$ cat src/rtl/bsg_mesh_router_output_alloc.sv
// bsg_mesh_router_output_alloc: per-output wormhole allocator with round-robin header arbitration and credit tracking
// Ports:
//   clk_i      - clock
//   reset_i    - asynchronous active-low reset
//   v_i        - per-input head flit valid
//   req_i      - per-input request for this output (meaningful on headers)
//   len_i      - per-input body-flit count, input k at [k*len_width_p +: len_width_p]
//   yumi_o     - one-hot dequeue strobe to the sending input
//   sel_o      - one-hot crossbar select (current or last grant)
//   v_o        - flit sent downstream this cycle
//   credit_i   - downstream returned one buffer slot
//   credits_o  - current credit count
module bsg_mesh_router_output_alloc #(
   parameter int inputs_p    = 5,
   parameter int len_width_p = 4,
   parameter int credits_p   = 4,
   localparam int iw = (inputs_p > 1) ? $clog2(inputs_p) : 1,
   localparam int cw = $clog2(credits_p + 1)
) (
   input  logic                            clk_i,
   input  logic                            reset_i,
   input  logic [inputs_p-1:0]             v_i,
   input  logic [inputs_p-1:0]             req_i,
   input  logic [inputs_p*len_width_p-1:0] len_i,
   output logic [inputs_p-1:0]             yumi_o,
   output logic [inputs_p-1:0]             sel_o,
   output logic                            v_o,
   input  logic                            credit_i,
   output logic [cw-1:0]                   credits_o
);
   typedef enum logic {IDLE, LOCKED} state_e;
   state_e                 state_q, state_n;
   logic [iw-1:0]          owner_q, owner_n, last_q, last_n, grant, idx;
   logic [len_width_p-1:0] remain_q, remain_n, len_g;
   logic [cw-1:0]          credits_q, credits_n;
   logic [inputs_p-1:0]    cand;
   logic                   found, has_cr;
   // Scan from the lowest priority to the highest so the last hit wins,
   // leaving the first candidate at or after last_q+1 as the grant.
   always_comb begin
      cand  = v_i & req_i;
      grant = '0;
      found = 1'b0;
      idx   = '0;
      for (int k = inputs_p; k >= 1; k--) begin
         idx = iw'((int'(last_q) + k) % inputs_p);
         if (cand[idx]) begin
            grant = idx;
            found = 1'b1;
         end
      end
      len_g = len_i[int'(grant)*len_width_p +: len_width_p];
   end
   // Outputs are forced idle while reset is held, since the candidate
   // path is combinational from the inputs.
   always_comb begin
      has_cr = credits_q != '0;
      v_o    = reset_i && has_cr && ((state_q == IDLE) ? found : v_i[owner_q]);
      sel_o  = !reset_i ? '0
             : (state_q == LOCKED) ? inputs_p'(1) << owner_q
             : v_o ? inputs_p'(1) << grant : '0;
      yumi_o = v_o ? sel_o : '0;
   end
   always_comb begin
      state_n  = state_q;
      owner_n  = owner_q;
      remain_n = remain_q;
      last_n   = last_q;
      if (v_o && state_q == IDLE) begin
         last_n = grant;
         if (len_g != '0) begin
            state_n  = LOCKED;
            owner_n  = grant;
            remain_n = len_g;
         end
      end
      if (v_o && state_q == LOCKED) begin
         remain_n = remain_q - len_width_p'(1);
         state_n  = (remain_q == len_width_p'(1)) ? IDLE : LOCKED;
      end
      // An overflowing credit return saturates rather than wrapping.
      credits_n = (credit_i && !v_o && credits_q == cw'(credits_p)) ? credits_q
                : credits_q + cw'(credit_i) - cw'(v_o);
   end
   always_ff @(posedge clk_i or negedge reset_i) begin
      if (!reset_i) begin
         state_q   <= IDLE;
         owner_q   <= '0;
         remain_q  <= '0;
         last_q    <= iw'(inputs_p - 1);
         credits_q <= cw'(credits_p);
      end else begin
         state_q   <= state_n;
         owner_q   <= owner_n;
         remain_q  <= remain_n;
         last_q    <= last_n;
         credits_q <= credits_n;
      end
   end
   assign credits_o = credits_q;
`ifndef SYNTHESIS
   always @(posedge clk_i) begin
      if (reset_i)
         assert (!(credit_i && !v_o && credits_q == cw'(credits_p)))
            else $error("credit overflow at count %0d", credits_q);
   end
`endif
endmodule

$ cat config.mk
export PLATFORM = sky130hd
export DESIGN_NAME = bsg_mesh_router_output_alloc
export DESIGN_NICKNAME = d
export VERILOG_FILES = /design/src/rtl/bsg_mesh_router_output_alloc.sv
export SDC_FILE = /design/constraint.sdc
export NUM_CORES = 1
export LEC_CHECK = 0
export CORE_ASPECT_RATIO = 0.7
export CORE_MARGIN = 5
export CORE_UTILIZATION = 45
export CTS_CLUSTER_DIAMETER = 80
export CTS_CLUSTER_SIZE = 25
export DETAILED_ROUTE_END_ITERATION = 8
export GPL_TIMING_DRIVEN = 0
export PLACE_DENSITY = 0.74
export SYNTH_ARGS = -nofsm -noshare
export SYNTH_HDL_FRONTEND = slang
export SYNTH_SLANG_ARGS = --single-unit
export TNS_END_PERCENT = 5
$ cat constraint.sdc
create_clock -name clk_i -period 6.21 [get_ports clk_i]
set_clock_uncertainty 0.05 [all_clocks]
set_input_delay 0.621 -clock clk_i [delete_from_list [all_inputs] [get_ports clk_i]]
set_output_delay 0.621 -clock clk_i [all_outputs]
set_load 0.02 [all_outputs]
======== Yosys cells after proc, flatten, opt, wreduce, memory -nomap -nowiden ========
Index checks and enable logic that the tools add are counted.
cells by class
  add/sub/neg operators ................... 8
  divide/modulo/power cells ............... 5
  $lt $le $gt $ge ......................... 6
  equal/unequal tests ..................... 2
  shift-type cells ........................ 3
  mux-type cells .......................... 34
  bitwise logic cells ..................... 2
  reductions and logical operators ........ 13
operators with widths
  operator                                                    count
  remainder unit 32 x 4 -> 32 bit, second input constant      5
  less-than comparator 3 x 4 -> 1 bit, second input constant  6
  2-to-1 mux 5 bit                                            4
  variable part select 20 x 6 -> 4 bit                        1
  binary-select mux 1 bit (select 3 bit)                      6
  2-to-1 mux 1 bit                                            16
  2-to-1 mux 3 bit                                            5
  2-to-1 mux 4 bit                                            3
  << shifter 1 x 3 -> 5 bit, first input constant             2
  adder 3 x 2 -> 4 bit, second input constant                 2
  adder 3 x 3 -> 4 bit, second input constant                 2
  logical AND 1 bit                                           6
  AND 5 bit                                                   1
  adder 3 x 1 -> 4 bit, second input constant                 1
  equality test 4 x 1 -> 1 bit, second input constant         1
  AND reduction 2 bit                                         2
  nonzero test 2 bit                                          2
  nonzero test 4 bit                                          1
  subtractor 4 x 1 -> 4 bit, second input constant            1
  adder 3 x 1 -> 3 bit                                        1
  equality test 3 bit, second input constant                  1
  nonzero test 3 bit                                          1
  subtractor 3 x 1 -> 3 bit                                   1
  zero test 1 bit                                             1
  inverter 1 bit                                              1
storage, ports and cells
  flip-flop bits (word level) ............. 14
  output and inout port bits .............. 14
  logic and storage cells ................. 78

======== Longest topological paths before layout ========
  depth after elaboration ................. 15
  gate-level depth with buffers ........... 30

======== Least setup slack after synthesis ========
Ideal clock, no wire load.
  path type ............................... register to register
  start point ............................. register last_q[0]
  end point ............................... register credits_q[2], in the netlist credits_o[2]
  setup time .............................. 0.079 ns
  arrival time ............................ 6.187 ns
  data required time ...................... 6.081 ns
  slack ................................... -0.106 ns
  stages on the path, launching flop included .. 30
  period minus slack after synthesis ...... 6.316 ns
  cell sequence ........................... dfrtp_1 -> clkbuf_1 -> inv_1 -> buf_1 -> ha_1 -> inv_1 -> ha_1 -> nor2_1 -> a211o_1 -> and2_4 -> inv_1 -> ha_1 -> nand2b_1 -> o2111ai_1 -> o211ai_2 -> a311o_1 -> a32oi_4 -> nand4_1 -> or3_1 -> o21ai_1 -> clkbuf_1 -> inv_1 -> ha_1 -> inv_1 -> ha_1 -> inv_1 -> fa_1 -> xor2_1 -> xnor2_1 -> nand2_1
between the ends
  word-level cells in the longest chain between the ends .. 14
RTL lines
  item                                                                               line  text
  start: declaration                                                                 33    logic [iw-1:0] owner_q, owner_n, last_q, last_n, grant, idx;
  start signal: assignment                                                           90    last_q <= iw'(inputs_p - 1);
  start signal: assignment                                                           96    last_q <= last_n;
  adder 3 x 3 -> 4 bit                                                               46    idx = iw'((int'(last_q) + k) % inputs_p);
  remainder unit 32 x 4 -> 32 bit                                                    46
  binary-select mux 1 bit (select 3 bit)                                             47    if (cand[idx]) begin
  2-to-1 mux 1 bit (not written as such)                                             47
  2-to-1 mux 1 bit (4 in series)                                                     47
  2-to-1 mux 1 bit *                                                                 47
  2-to-1 mux 1 bit *                                                                 58    v_o = reset_i && has_cr && ((state_q == IDLE) ? found : v_i[owner_q]);
  logical AND 1 bit *                                                                58
  via v_o                                                                            27    output logic v_o,
  parallel branches: the longest is 3 deep, another holds subtractor 3 x 1 -> 3 bit  -
  end signal: assignment                                                             91    credits_q <= cw'(credits_p);
  end signal: assignment                                                             97    credits_q <= credits_n;
  end: declaration                                                                   35    logic [cw-1:0] credits_q, credits_n;
Mark *: on every way through the listed nets, which the timed path passes. The select of a mux whose other input is x is not followed.
A chain may end at the register's enable or synchronous reset.

======== Final worst setup path ========
  start point ............................. register last_q[0]
  end point ............................... output yumi_o[1]
between the ends
  word-level cells in the longest chain between the ends .. 15
RTL lines
  item                                    line  text
  adder 3 x 3 -> 4 bit                    46
  remainder unit 32 x 4 -> 32 bit         46
  binary-select mux 1 bit (select 3 bit)  47
  2-to-1 mux 1 bit (not written as such)  47
  2-to-1 mux 1 bit (5 in series)          47
  2-to-1 mux 1 bit                        58
  logical AND 1 bit                       58
  2-to-1 mux 5 bit                        61    : v_o ? inputs_p'(1) << grant : '0;
  2-to-1 mux 5 bit                        60    : (state_q == LOCKED) ? inputs_p'(1) << owner_q
  2-to-1 mux 5 bit                        59    sel_o = !reset_i ? '0
  2-to-1 mux 5 bit *                      62    yumi_o = v_o ? sel_o : '0;
  end: declaration                        25    output logic [inputs_p-1:0] yumi_o,
Mark *: on every way between the ends. The rest lies on a longest branch, timed or not. The select of a mux whose other input is x is not followed.

==> insert_results.sql <==
INSERT INTO impl_metrics (metric_group, metric, value, unit) VALUES
('critical_path', 'regToRegEndpoint', 'credits_o[2]', ''),
('sta', 'worst-slew-pin-transition', '0.796', 'ns'),
('critical_path', 'crit_path_start_kind', 'flip-flop', ''),
('yosys', 'postSynthRegisterBits', '14', ''),
('yosys', 'synth_nets', '455', ''),
('yosys', 'postSynthAreaPerCell', '8.15', 'sq um'),
('yosys', 'cell_taking_the_most_area_after_synthesis', 'ha_1', ''),
('yosys', 'synth_most_common_cell', 'nand2_1', ''),
('clocking', 'clock_sinks', '14', ''),
('worst_hold_path', 'hp-start', 'credits_o[2]', ''),
('job', 'max-cap-violations', '0', ''),
('drt', 'drc', '0', ''),
('grt', 'overflow', '0', ''),
('grt', 'grt_start_max_net_pins', '21', ''),
('critical_path', 'critical_path_class', 'reg -> out', ''),
('final_layout', 'area_growth', '27.7', '%'),
('drt', 'vias', '3286', ''),
('critical_path', 'worst-endpoint-required', '5.54', 'ns'),
('sta', 'finalWorstSetupSlack', '0.189', 'ns'),
('sta', 'timing_hold_violations_final', '0', ''),
('drt', 'vias_per_cell', '6.06', ''),
('sta', 'timing.final.crit_share', '97.0', '%'),
('yosys', 'yosys_warnings', '0', ''),
('worst_hold_path', 'hold_path_class', 'reg -> reg', ''),
('placed_design', 'io_buffers', '46', ''),
('grt', 'grt_antenna_before_repair', '0', ''),
('sta', 'grt_setup_unrepaired', 'yes', ''),
('clocking', 'cts-root-buf', 'clkbuf_8', ''),
('outcome', 'result_of_the_run', 'finished clean', ''),
('yosys', 'synth_enable_flop_cells', '0', ''),
('clocking', 'clkLatencyLatePin', '0.25', 'ns'),
('drt', 'route.final.wire_length', '9240', 'um'),
('grt', 'globalRoute.busiestLayer', 'met2', ''),
('clocking', 'clk_transition_reported_paths', '0.06', 'ns'),
('sta', 'slew_hr', '46.8', '%'),
('sta', 'fin_crit', '6.02', 'ns'),
('critical_path', 'cp_data_arrival_time', '5.35', 'ns'),
('yosys', 'synth_top_cells_by_area', 'ha_1 13%, dfrtp_1 9.5%, mux2i_1 5.1%', ''),
('final_layout', 'num-nets-final', '516', ''),
('worst_hold_path', 'min_path_cells', '2', ''),
('placed_design', 'post-place-ws', '-1.02', 'ns'),
('grt', 'vias_in_the_first_global_route', '3221', ''),
('sta', 'fin_hold_ws', '0.514', 'ns'),
('drt', 'drt_pre_antenna_iters', '5', ''),
('yosys', 'yosysSeqAreaShare', '11.2', '%'),
('sta', 'finalSetupViolCount', '0', ''),
('clocking', 'clock_tree_from_tritoncts', 'done', ''),
('critical_path', 'slack_of_the_worst_reg_to_reg_path', '0.22', 'ns'),
('placed_design', 'place_hpwl', '7200', 'um'),
('final_layout', 'multi_input_gate_area', '2790', 'sq um'),
('die', 'die_width', '110', 'um'),
('grt', 'met2_usage', '34.1', '%'),
('final_layout', 'postLayoutCoreUtil', '59.5', '%'),
('grt', 'met1_usage', '31.8', '%'),
('clocking', 'htree_num_levels', '1', ''),
('yosys', 'post_synth_num_cell_types', '93', ''),
('sta', 'final_max_slew_viol_count', '0', ''),
('critical_path', 'worstRegToRegCells', '27', ''),
('grt', 'grt.total_usage', '21.7', '%'),
('critical_path', 'worstPathMaxFanout', '13', ''),
('final_layout', 'regArea', '355', 'sq um'),
('critical_path', 'rr_startpoint', 'last_q[0]', ''),
('grt', 'grt_pass1_wl', '15400', 'um'),
('die', 'standard_cell_core_area', '6790', 'sq um'),
('final_layout', 'share_of_final_layout_standard_cells_stronger_than_drive_strength_1', '23.0', '%'),
('worst_hold_path', 'worstHoldEndpoint', 'credits_o[2]', ''),
('yosys', 'post-synth-top-area-fraction', '12.7', '%'),
('drt', 'avgRoutedWirePerCell', '17.0', 'um'),
('die', 'die-height', '80.1', 'um'),
('critical_path', 'critPathCaptureType', 'output pin', ''),
('sta', 'tns', '0', 'ns');
layout make-up:
cell class	count	area share (%)
multi-input cells	327	69.0
repair buffers	57	12.6
flip-flops and latches	14	8.80
inverters	32	3.29
well taps	94	2.91
plain buffers	14	2.26
clock buffers	4	1.12
worst max path at each step:
stage,startpoint,endpoint,slack (ns),depth (start not counted)
floorplan,last_q[0],credits_o[2],0.14,29
detailed placement,last_q[0],credits_o[2],-1.02,29
global route,last_q[0],credits_o[2],-0.11,30
global placement,last_q[0],yumi_o[1],-0.85,23
finish,last_q[0],yumi_o[1],0.19,27
CTS,last_q[2],v_o,0.001,20
layer usage:
metal,up-vias,wire length (um)
met2,140,4060
met5,-,0
met4,0,85
met3,11,671
li1,1553,-
met1,1582,4420
sequential cells by signal (all words and copies together), names as in the netlist:
signal,cells
state_q,1
owner_q,3
remain_q,4
last_q,3
credits_o,3
per-stage QoR:
stage / std cells / area [sq um]
after floorplan: 388 / 3160
after global placement: 528 / 3740
after detailed placement: 528 / 3740
after CTS: 539 / 3970
after global routing: 542 / 4040
final: 542 / 4040
layout by cell type (no fill, tap or decap), types with 6 or more instances in the layout:
cell,n
buf_4,14
and2_1,13
dfrtp_1,10
a21oi_1,15
nand2_1,37
o21ai_1,7
clkbuf_1,7
o21ai_0,10
nand2b_1,11
nor2_1,27
inv_1,27
o211ai_1,7
ha_1,27
mux2i_1,15
mux2_2,6
nor2b_1,8
clkdlybuf4s50_1,35
worst max-delay path, cell delays in order, from the launching register on:
cell and delay (ns):
dfrtp_2 0.39, buf_6 0.17, clkinvlp_4 0.10, buf_6 0.17, ha_4 0.20, xnor2_4 0.14, inv_4 0.10, ha_2 0.22
nor2_1 0.06, a211o_1 0.35, and2_4 0.18, inv_1 0.08, ha_2 0.23, nand2b_1 0.10, o2111ai_1 0.13, o211ai_2 0.20
buf_4 0.20, mux2i_1 0.10, or3_1 0.40, and2_1 0.19, a2111oi_4 0.31, or2_1 0.15, buf_4 0.15, inv_1 0.10
nand2_1 0.13, o22ai_2 0.09, and2_1 0.18, clkdlybuf4s15_1 0.28
repair_timing:
action,4_1_cts,5_1_grt
gates cloned,0,0
hold buffers,0,0
resized for setup,50,29
pin swaps,2,4
hold endpoints to repair,0,0
setup buffers,7,4
endpoints found under the setup margin,22,21
cells by family after synthesis:
| logic type | Yosys count | share of synthesized area (%) |
|---|---|---|
| adders and majority gates | 34 | 13.9 |
| DFF | 14 | 11.2 |
| AOI/OAI and AO/OA | 109 | 29.2 |
| and+or+nand+nor | 144 | 24.5 |
| buffers and inverters | 47 | 6.29 |
| muxes | 30 | 11.2 |
| xor gates and xnor gates | 10 | 3.60 |
Power is left out: the tool's default activity adds up to more than one toggle a clock period on the data nets, which glitch-free logic cannot reach.
